===== src/rtl/stopwatch_bcd_counter.sv =====
`timescale 1ns/1ps
// -----------------------------------------------------------------------------
// stopwatch_bcd_counter
//   Timekeeping core of the stopwatch. Divides the system clock down to a
//   TICK_HZ tick (one centisecond by default) and keeps elapsed time as six BCD
//   digits MM:SS.cc, wrapping 59:59.99 -> 00:00.00 while continuing to run.
//
//   Optional feature macro: STOPWATCH_LAP_HOLD_EN
//     When defined, i_Lap toggles a display hold in RUN. The displayed digits
//     freeze while the internal count keeps running. i_Lap in PAUSE releases
//     an active hold.
//
// Parameters
//   CLK_HZ   system clock frequency in Hz
//   TICK_HZ  count rate in Hz; CLK_HZ/TICK_HZ must be >= 2
//
// Ports
//   i_Clk         system clock, rising edge
//   i_Rst_n       asynchronous active-low reset
//   i_Start_Stop  1-cycle pulse: IDLE/PAUSE -> RUN, RUN -> PAUSE
//   i_Clear       1-cycle pulse: zero the time, go IDLE (highest priority)
//   i_Lap         1-cycle pulse: lap hold toggle (lap hold builds only)
//   o_Min10..o_Cs1  BCD digits MM:SS.cc, all registered
//   o_Running     1 while in RUN
//   o_Lap_Active  1 while the display is frozen by a lap hold
// -----------------------------------------------------------------------------
module stopwatch_bcd_counter #(
  parameter int CLK_HZ  = 50_000_000,
  parameter int TICK_HZ = 100
) (
  input  logic       i_Clk,
  input  logic       i_Rst_n,
  input  logic       i_Start_Stop,
  input  logic       i_Clear,
  input  logic       i_Lap,
  output logic [3:0] o_Min10,
  output logic [3:0] o_Min1,
  output logic [3:0] o_Sec10,
  output logic [3:0] o_Sec1,
  output logic [3:0] o_Cs10,
  output logic [3:0] o_Cs1,
  output logic       o_Running,
  output logic       o_Lap_Active
);

  localparam int DIV = CLK_HZ / TICK_HZ;
  localparam int PW  = $clog2(DIV);
  localparam logic [PW-1:0] PRESC_MAX = PW'(DIV - 1);

  typedef enum logic [1:0] {
    ST_IDLE  = 2'd0,
    ST_RUN   = 2'd1,
    ST_PAUSE = 2'd2
  } state_t;

  state_t        state_q, state_d;
  logic [PW-1:0] presc_q, presc_d;
  logic          tick;
  logic          running_q;

  logic [3:0] min10_q, min1_q, sec10_q, sec1_q, cs10_q, cs1_q;
  logic [3:0] min10_d, min1_d, sec10_d, sec1_d, cs10_d, cs1_d;
  logic       c_cs1, c_cs10, c_sec1, c_sec10, c_min1, unused_wrap;

  // Advance one BCD digit when en is set; returns {carry_out, next_digit}.
  // Using >= keeps the digit inside its range even from an unexpected value.
  function automatic logic [4:0] bcd_inc(input logic [3:0] d,
                                         input logic [3:0] max,
                                         input logic       en);
    if (!en)      return {1'b0, d};
    if (d >= max) return {1'b1, 4'd0};
    return {1'b0, d + 4'd1};
  endfunction

  // NOTE: each combinational block assigns a default to every output first,
  // so no branch can leave a value unassigned and infer a latch.
  always_comb begin
    state_d = state_q;
    if (i_Clear) begin
      state_d = ST_IDLE;
    end else if (i_Start_Stop) begin
      unique case (state_q)
        ST_IDLE, ST_PAUSE: state_d = ST_RUN;
        ST_RUN:            state_d = ST_PAUSE;
        default:           state_d = ST_IDLE;
      endcase
    end
  end

  // The tick is judged on the current state, so a stop pulse on a tick edge
  // still lets that tick count before entering PAUSE.
  assign tick = (state_q == ST_RUN) && (presc_q == PRESC_MAX);

  // Prescaler holds in PAUSE so a resumed run finishes the interrupted period.
  always_comb begin
    presc_d = presc_q;
    if (i_Clear || state_q == ST_IDLE) begin
      presc_d = '0;
    end else if (state_q == ST_RUN) begin
      presc_d = tick ? '0 : presc_q + 1'b1;
    end
  end

  // Ripple carry through all six digits in a single edge.
  always_comb begin
    {c_cs1,       cs1_d}   = bcd_inc(cs1_q,   4'd9, tick);
    {c_cs10,      cs10_d}  = bcd_inc(cs10_q,  4'd9, c_cs1);
    {c_sec1,      sec1_d}  = bcd_inc(sec1_q,  4'd9, c_cs10);
    {c_sec10,     sec10_d} = bcd_inc(sec10_q, 4'd5, c_sec1);
    {c_min1,      min1_d}  = bcd_inc(min1_q,  4'd9, c_sec10);
    {unused_wrap, min10_d} = bcd_inc(min10_q, 4'd5, c_min1);
    if (i_Clear) begin
      cs1_d   = '0;
      cs10_d  = '0;
      sec1_d  = '0;
      sec10_d = '0;
      min1_d  = '0;
      min10_d = '0;
    end
  end

  // NOTE: sequential state uses non-blocking assignments so every register
  // samples the pre-edge values regardless of statement order.
  always_ff @(posedge i_Clk or negedge i_Rst_n) begin
    if (!i_Rst_n) begin
      state_q   <= ST_IDLE;
      presc_q   <= '0;
      running_q <= 1'b0;
      min10_q   <= '0;
      min1_q    <= '0;
      sec10_q   <= '0;
      sec1_q    <= '0;
      cs10_q    <= '0;
      cs1_q     <= '0;
    end else begin
      state_q   <= state_d;
      presc_q   <= presc_d;
      running_q <= (state_d == ST_RUN);
      min10_q   <= min10_d;
      min1_q    <= min1_d;
      sec10_q   <= sec10_d;
      sec1_q    <= sec1_d;
      cs10_q    <= cs10_d;
      cs1_q     <= cs1_d;
    end
  end

  assign o_Running = running_q;

`ifdef STOPWATCH_LAP_HOLD_EN
  logic       hold_q, hold_d;
  logic [3:0] disp_min10_q, disp_min1_q, disp_sec10_q, disp_sec1_q;
  logic [3:0] disp_cs10_q, disp_cs1_q;

  always_comb begin
    hold_d = hold_q;
    if (i_Clear) begin
      hold_d = 1'b0;
    end else if (i_Lap && state_q == ST_RUN) begin
      hold_d = !hold_q;
    end else if (i_Lap && state_q == ST_PAUSE) begin
      hold_d = 1'b0;
    end
  end

  // The display register follows the next count whenever the hold is off
  // after this edge; on the edge a hold starts it keeps what was shown.
  always_ff @(posedge i_Clk or negedge i_Rst_n) begin
    if (!i_Rst_n) begin
      hold_q       <= 1'b0;
      disp_min10_q <= '0;
      disp_min1_q  <= '0;
      disp_sec10_q <= '0;
      disp_sec1_q  <= '0;
      disp_cs10_q  <= '0;
      disp_cs1_q   <= '0;
    end else begin
      hold_q <= hold_d;
      if (!hold_d) begin
        disp_min10_q <= min10_d;
        disp_min1_q  <= min1_d;
        disp_sec10_q <= sec10_d;
        disp_sec1_q  <= sec1_d;
        disp_cs10_q  <= cs10_d;
        disp_cs1_q   <= cs1_d;
      end
    end
  end

  assign o_Min10      = disp_min10_q;
  assign o_Min1       = disp_min1_q;
  assign o_Sec10      = disp_sec10_q;
  assign o_Sec1       = disp_sec1_q;
  assign o_Cs10       = disp_cs10_q;
  assign o_Cs1        = disp_cs1_q;
  assign o_Lap_Active = hold_q;
`else
  logic unused_lap;
  assign unused_lap   = i_Lap;

  assign o_Min10      = min10_q;
  assign o_Min1       = min1_q;
  assign o_Sec10      = sec10_q;
  assign o_Sec1       = sec1_q;
  assign o_Cs10       = cs10_q;
  assign o_Cs1        = cs1_q;
  assign o_Lap_Active = 1'b0;
`endif

endmodule


===== config.mk =====
export PLATFORM = sky130hd
export DESIGN_NAME = stopwatch_bcd_counter
export DESIGN_NICKNAME = d
export VERILOG_FILES = /design/src/rtl/stopwatch_bcd_counter.sv
export SDC_FILE = /design/constraint.sdc
export NUM_CORES = 1
export LEC_CHECK = 0
export ABC_AREA = 1
export BUFFER_PORTS_ARGS = -buffer_cell sky130_fd_sc_hd__buf_4
export CAP_MARGIN = 20
export CORE_MARGIN = 2
export CORE_UTILIZATION = 63
export DETAILED_ROUTE_END_ITERATION = 7
export PLACE_DENSITY = 0.85
export SETUP_SLACK_MARGIN = 0.1
export SLEW_MARGIN = 20
export SYNTH_ARGS = -nofsm -noshare
export SYNTH_HDL_FRONTEND = slang
export SYNTH_SLANG_ARGS = --single-unit

===== constraint.sdc =====
create_clock -name i_Clk -period 2.75 [get_ports i_Clk]
set_input_delay 0.55 -clock i_Clk [delete_from_list [all_inputs] [get_ports i_Clk]]
set_output_delay 0.55 -clock i_Clk [all_outputs]
set_load 0.1 [all_outputs]

* Word-level counts from Yosys, hierarchy flattened
Cells that the tools add are included.
Word-level totals: register bits after elaboration 46, word-level logic and storage cells 79
Cells by class: add/sub/neg operators 7, magnitude comparators 6, eq/ne operators 4, multiplexer cells 48, reductions and logical operators 5
Operator list (number):
- 5-bit two-way mux | 20
- 19-bit two-way mux | 3
- 4-bit two-way mux | 10
- 4-bit by 1-bit adder with 4-bit output, second input constant | 6
- 19-bit by 1-bit adder with 19-bit output, second input constant | 1
- 19-bit == test, second input constant | 1
- 4-bit >= comparator, second input constant | 4
- 1-bit two-way mux | 12
- 4-bit by 3-bit >= comparator with 1-bit output, second input constant | 2
- 2-bit by 1-bit == test with 1-bit output, second input constant | 2
- 2-bit two-way mux | 2
- 2-bit one-hot mux with 2 select lines | 1
- 2-bit == test, second input constant | 1
- 2-bit zero test | 1
- 2-bit nonzero test | 1
- 2-bit OR reduction | 1
- 1-bit logical AND | 1
- 1-bit logical OR | 1

* Longest topological paths before layout
Gate-level depths: netlist of run 1.
depth in word-level cells 27, depth in mapped cells 12, gate-level depth less buffers 12

* Least setup slack after synthesis of run 1
No wires, ideal clock.
path kind reg2reg, start point register cs1_q[0] (netlist: o_Cs1[0]), end point register sec10_q[0] (netlist: o_Sec10[0]), library setup time 0.072 ns, data arrival time 2.339 ns, data required time 2.678 ns, setup slack 0.339 ns, cell stages (with the launch flop) 11, path buffers 0, path through dfrtp_1 > inv_1 > ha_1 > nand2_1 > nand2_1 > inv_1 > nand4_1 > nor2_2 > nand2_1 > xor2_1 > nor2_2
On the way: word-level cells in the longest chain between the ends 9
RTL lines:
- from (decl) | RTL line 61 | logic [3:0] min10_q, min1_q, sec10_q, sec1_q, cs10_q, cs1_q;
- from (signal assigned) | RTL line 144 | cs1_q <= cs1_d;
- 4-bit >= comparator * | RTL line 71 | if (d >= max) return {1'b1, 4'd0};
- 1-bit two-way mux (2 in series) | RTL line 71
- 5-bit two-way mux * | RTL line 72 | return {1'b0, d + 4'd1};
- 5-bit two-way mux * (4 in series) | RTL line 71
- 4-bit two-way mux * | RTL line 112 | if (i_Clear) begin
- to (signal assigned) | RTL line 131 | sec10_q <= '0;
- to (signal assigned) | RTL line 141 | sec10_q <= sec10_d;
- to (decl) | RTL line 61
Mark *: on every way between the ends. The rest lies on a longest branch, timed or not. The select of a mux whose other input is x is not followed. A chain may end at the register's enable or synchronous reset.

* Worst setup path in the final report of run 1
start point register presc_q[0], end point register presc_q[9]
On the way: word-level cells in the longest chain between the ends 5
RTL lines:
- from (decl) | RTL line 57 | logic [PW-1:0] presc_q, presc_d;
- from (signal assigned) | RTL line 137 | presc_q <= presc_d;
- branches (longest 2 deep; another with 19-bit by 1-bit adder with 19-bit output)
- 19-bit two-way mux * | RTL line 100 | presc_d = tick ? '0 : presc_q + 1'b1;
- 19-bit two-way mux * | RTL line 99 | end else if (state_q == ST_RUN) begin
- 19-bit two-way mux * | RTL line 97 | if (i_Clear || state_q == ST_IDLE) begin
Mark *: on every way between the ends. The select of a mux whose other input is x is not followed.

==> impl_metrics.ini, run 1 <==
[grt]
grt_max_degree = 47
grt_pass1_wl_mm = 9.76
grt_usage = 0.246
grt_pass1_vias = 2172
antenna_found_initial = 0
grt.overflow.total = 0

[place]
port_buffers = 28
routabilityCongestion = 0.970
dp.cells = 422
post_dp_cell_area_mm2 = 0.00303
dpl.hpwl_mm = 4.03

[yosys]
yosysUniqueCellTypes = 37
synth_top_family_by_area = simple AND/OR/NAND/NOR gates
yosys_warnings = 0
synth_flop_cell = dfrtp_1
synthTopCellsByArea = dfrtp_1 (41%), ha_1 (8.6%), nand2_1 (8.3%), inv_1 (6.5%), nor2_1 (6.4%)
avgSynthCellArea_um2 = 8.04
synth_compound_area_frac = 0.0780
synth_xor_area_frac = 0.0631
synth_top_cell_area_share = 0.415
synth_cells = 345
synth-seq-cells = 46
async_reset_ff_frac = 1.00
synth_edf_count = 0
muxShareOfSynthArea = 0
yosysTopAreaCell = dfrtp_1
synth_fa_ha_area_frac = 0.0857
ys_seq_area_frac = 0.415
syn_nets = 369
synth-simple-area-share = 0.277
netlist_area_mm2 = 0.00278

[timing]
fin_hold_ws_ns = 0.234
slew_headroom = 0.620
rsz0062_at_grt = no
period_minus_slack_ns = 2.06
tns_ns = 0
finClkSkew_ns = 0.00903
finalSetupViolCount = 0
fin_crit_sh = 0.750
slew_viol_final = 0
hold_viol = 0
worstMarginPinSlew_ns = 0.570
fmax_ghz = 0.485

[final_layout]
syn2layout_area_growth_pct = 12.4
layout_common_cells = nand2_1 (61), inv_1 (48), nor2_1 (47)
multiInputGateArea_mm2 = 0.00140
fill_cells = 342
layout-drive-gt1-share = 0.135
nets = 401
final_common_cell = nand2_1
utilization = 0.726
seqCellArea_mm2 = 0.00115
fin_cells = 430
diodes = 0
design_area_mm2 = 0.00312

[clocking]
cts_buffers = 5
tritoncts = built
cts_max_path_buffers = 2
root_buffer = clkbuf_8
clk_latency_ns = 0.30
cts_resized = 0
hold_buffers = 0
path_clk_slew_ns = 0.08
clock_sinks = 46
htreeDepth = 2
cts_setup_buffers = 0

[floorplanning]
initial_core_util = 0.646
num_rows = 24
core_area_mm2 = 0.00429
die_height_um = 70.4
die_w_um = 70.4
dieArea_mm2 = 0.00495
ios = 31

[route]
wl_met3_um = 293
m1WireLength_mm = 2.48
wire_per_inst_um = 12.9
num_vias = 2319
wl_met2_mm = 2.70
viasPerCell = 5.39
maxUsedRoutingLayer = met4
drc = 0
wl_mm = 5.54
drt.antenna.violating_nets = 0
first_iter_violations = 246
dr.pass1.iters = 5

[pwr]
vdd_drop_max_mv = 0.448
pwr_density_cell_mw_per_mm2 = 417
p_leak_nw = 1.51

[setup_path]
reg2reg_from = presc_q[0]
cp.required_ns = 2.96
worst-path-max-fanout = 10
crit_type = register to register
worst_setup_path_start_kind = register
r2r_setup_slack_ns = 0.69
rr_endpoint = presc_q[9]
r2r_cells = 8
cp-end-kind = register
arrival_ns = 2.27

[job]
maxCapViolations = 0

[worst_hold_path]
hold_class = primary input to asynchronous set/reset pin

[run_status]
outcome = finished, final reports clean
area by class of cell:
type / instances / area share
multi-input combinational: 244 / 0.450
clock buffer: 7 / 0.0277
sequential: 46 / 0.369
tap: 52 / 0.0209
inverter: 51 / 0.0614
clock inverter: 1 / 0.00160
timing repair buffer: 29 / 0.0698
flip-flops by register name, indices dropped and copies added, names as in the netlist:
| signal | cells |
|---|---|
| o_Cs1 | 4 |
| o_Cs10 | 4 |
| o_Min1 | 4 |
| o_Min10 | 4 |
| o_Running | 1 |
| o_Sec1 | 4 |
| o_Sec10 | 4 |
| presc_q | 19 |
| state_q | 2 |
worst max-delay path, cell delays in order (launching register included):
cell and delay (ns):
dfrtp_1 0.41, ha_1 0.23, nand3_1 0.17, nor2_1 0.10, nand3_2 0.13, nand2_1 0.13
nor2_1 0.39, inv_2 0.20, a211oi_1 0.21
how the worst max path moves through the flow:
stage	startpoint	end	slack [ns]	cells past startpoint
floorplan	o_Cs1[0]	o_Sec10[0]	0.34	10
global placement	presc_q[0]	presc_q[9]	0.76	8
detailed placement	presc_q[0]	presc_q[9]	0.70	8
CTS	presc_q[0]	presc_q[9]	0.69	8
global route	presc_q[0]	presc_q[9]	0.47	8
finish	presc_q[0]	presc_q[9]	0.69	8
Yosys cell counts, drive strengths merged (2+ instances only):
cell type and instances:
a21boi 2, a21oi 11, and2 2, buf 2, clkbuf 2, dfrtp 46, ha 19, inv 50
nand2 63, nand3 32, nand3b 2, nand4 8, nor2 51, nor3 6, o21ai 18, o22ai 3
xnor2 6, xor2 14
logic make-up (layout without fill, tap and decap cells):
kind of cell,after synthesis,count (layout)
fa+ha+maj,19,19
xor+xnor,20,20
other cells,1,1
compound gates,38,38
buf+inv,55,88
flops,46,46
simple gates,166,166
per-layer routing:
metal	up-vias	GRT usage
li1	1165	-
met1	1086	0.333
met2	62	0.394
met3	6	0.0534
met4	0	0.0812
met5	-	0
power by group:
group | leakage [nW] | switching [mW] | internal [mW]
Sequential | 0.638 | 0.0140 | 0.687
Combinational | 0.823 | 0.136 | 0.0373
Clock | 0.0482 | 0.222 | 0.203
Total | 1.51 | 0.373 | 0.927
stage by stage:
stage	total power [mW]	setup slack [ns]
global placement	0.886	0.762
finish	1.30	0.689
global route	1.36	0.474
detailed placement	0.889	0.703
floorplan	0.842	0.339
CTS	1.31	0.689
No activity file was read; power rests on OpenSTA's default activity.
==> run 2, diff against run 1 <==
--- a/config.mk
+++ b/config.mk
@@ -9,9 +9,9 @@
 export BUFFER_PORTS_ARGS = -buffer_cell sky130_fd_sc_hd__buf_4
 export CAP_MARGIN = 20
 export CORE_MARGIN = 2
-export CORE_UTILIZATION = 63
+export CORE_UTILIZATION = 53
 export DETAILED_ROUTE_END_ITERATION = 7
-export PLACE_DENSITY = 0.85
+export PLACE_DENSITY = 0.76
 export SETUP_SLACK_MARGIN = 0.1
 export SLEW_MARGIN = 20
 export SYNTH_ARGS = -nofsm -noshare
==> constraint.sdc (replaced) <==
create_clock -name i_Clk -period 1.8 [get_ports i_Clk]
set_input_delay 0.36 -clock i_Clk [delete_from_list [all_inputs] [get_ports i_Clk]]
set_output_delay 0.36 -clock i_Clk [all_outputs]
set_load 0.1 [all_outputs]
==> impl_metrics.ini, run 2 (synthesis gave the netlist of run 1 again) <==
[clocking]
htreeDepth = 2
clk_latency_ns = 0.30
tritoncts = built
clock_sinks = 46
path_clk_slew_ns = 0.09
cts_max_path_buffers = 2
root_buffer = clkbuf_8
cts_buffers = 5
hold_buffers = 0

[timing]
fin_ws_ns = 0.124
rsz0062_at_grt = yes
period_minus_slack_ns = 1.68
finClkSkew_ns = 0.00847
fmax_ghz = 0.597
hold_viol = 0
worstMarginPinSlew_ns = 0.583
slew_viol_final = 0
slew_headroom = 0.612
fin_crit_sh = 0.931
finalSetupViolCount = 0

[final_layout]
regMostFlops = presc_q
diodes = 0
fin_cells = 474
largest_reg_flops = 19
utilization = 0.699
layout_common_cells = nand2_1 (55), buf_4 (55), inv_1 (39), nor2_1 (39), nand3_1 (26)
layout-drive-gt1-share = 0.329
syn2layout_area_growth_pct = 27.8
fill_cells = 411
nets = 427

[pwr]
internal-power_mw = 1.44
p_comb_frac = 0.147
power_frac_seq = 0.529
power_switching_share = 0.290
vdd_drop_max_mv = 0.320
switching_power_uw = 589
total_power_mw = 2.03
p_leak_nw = 1.62
pwr_density_cell_mw_per_mm2 = 572
clockPowerShare = 0.324

[grt]
grt_pass1_vias = 2486
grt_usage = 0.224
grt.overflow.total = 0
antenna_found_initial = 0
grt_pass1_wl_mm = 10.7
grt_max_degree = 47

[place]
routabilityCongestion = 0.897
port_buffers = 28
dp.cells = 453
place_worst_setup_slack_ns = -0.0816
dpl.hpwl_mm = 4.44

[setup_path]
crit_slowest_cell = dfrtp_4
cp-end-kind = register
max_stage_delay_ns = 0.50
crit_type = register to register
worst_setup_path_start_kind = register
cp.required_ns = 2.00
cpMostUsedCell = nand2_1
arrival_ns = 1.87
critPathTopFamily = simple AND/OR/NAND/NOR gates
worst-path-max-fanout = 5
cp_num_buf_inv = 2
path_cells = inv_4 -> ha_4 -> nor2_1 -> nand2_1 -> nand2_2 -> inv_2 -> nand4_1 -> nor2_4 -> nand2_1 -> xor2_1 -> nor2_2

[route]
drc = 0
dr.pass1.iters = 4
first_iter_violations = 85
num_vias = 2440
viasPerCell = 5.15
drt.antenna.violating_nets = 0
wire_per_inst_um = 13.1
wl_mm = 6.21

[floorplanning]
num_rows = 26
initial_core_util = 0.547
die_w_um = 76.4
die_height_um = 76.4
ios = 31
core_area_mm2 = 0.00507
dieArea_mm2 = 0.00583

[job]
maxCapViolations = 0

[run_status]
outcome = finished, final reports clean

[worst_hold_path]
hold_class = primary input to asynchronous set/reset pin
[run 2: cell types whose count changed in the layout (fill, tap and decap cells not counted), moves of 8 or more]
cell,previous run,this run
inv_2,2,10
nor2_1,47,39
buf_4,29,55
dfrtp_2,0,11
dfrtp_1,46,25
dfrtp_4,0,10
inv_1,48,39
[run 2: worst register-to-register path: cells and delay by family (launching register included)]
family                   cells  cell delay [ns]
AND/OR/NAND/NOR              7             0.63
flip-flops                   1             0.50
XOR/XNOR                     1             0.18
buffers and inverters        2             0.15
adder cells (fa/ha/maj)      1             0.11
[run 2: worst paths after layout]
check	startpoint	endpoint	slack, ns	cells after the start
setup / recovery	o_Cs1[1]	o_Sec10[0]	0.12	11
hold / removal	i_Rst_n	o_Cs1[2]	0.06	1
setup reg to reg	o_Cs1[1]	o_Sec10[0]	0.12	11
hold reg to reg	o_Min10[3]	o_Min10[3]	0.50	2
max in group asynchronous	i_Rst_n	o_Min1[1]	1.29	1
min in group i_Clk	i_Clear	o_Cs10[1]	0.38	2
[run 2: stage by stage]
step                      TNS (ns)  area (µm²)  hold slack, ns
after floorplan             -0.180        2870          0.0644
after CTS                        0        3390          0.0782
after global routing       -0.0110        3550          0.0972
final                            0        3550          0.0551
after global placement     -0.0197        3230           0.405
after detailed placement    -0.200        3230           0.408
[run 2: repair_timing]
| action | CTS | global route |
|---|---|---|
| endpoints found under the setup margin | 25 | 30 |
| pin swaps | 5 | 16 |
| buffers inserted | 6 | 7 |
| gates resized for setup | 7 | 33 |
[run 2: layer usage]
metal,routed length [µm],vias up,share of wire,global-route usage
met3,199,8,0.032,0.0427
met5,0,-,0,0
li1,-,1215,-,-
met1,2730,1179,0.44,0.261
met4,66,0,0.011,0.0764
met2,3210,38,0.52,0.411
[run 2: final cells by class]
type                            count  area [µm²]  area share
Multi-Input combinational cell    244        1560       0.440
Sequential cell                    46        1200       0.339
Timing Repair Buffer               55         413       0.116
Inverter                           51         194      0.0547
Clock buffer                        8        90.1      0.0254
Tap cell                           70        87.6      0.0247
[run 2: power groups by stage]
stage / Clock [mW] / Combinational, mW / Sequential (mW)
detailed placement: 0 / 0.284 / 1.09
global placement: 0 / 0.278 / 1.09
global route: 0.721 / 0.328 / 1.08
floorplan: 0 / 0.106 / 1.18
CTS: 0.676 / 0.291 / 1.07
finish: 0.657 / 0.299 / 1.07
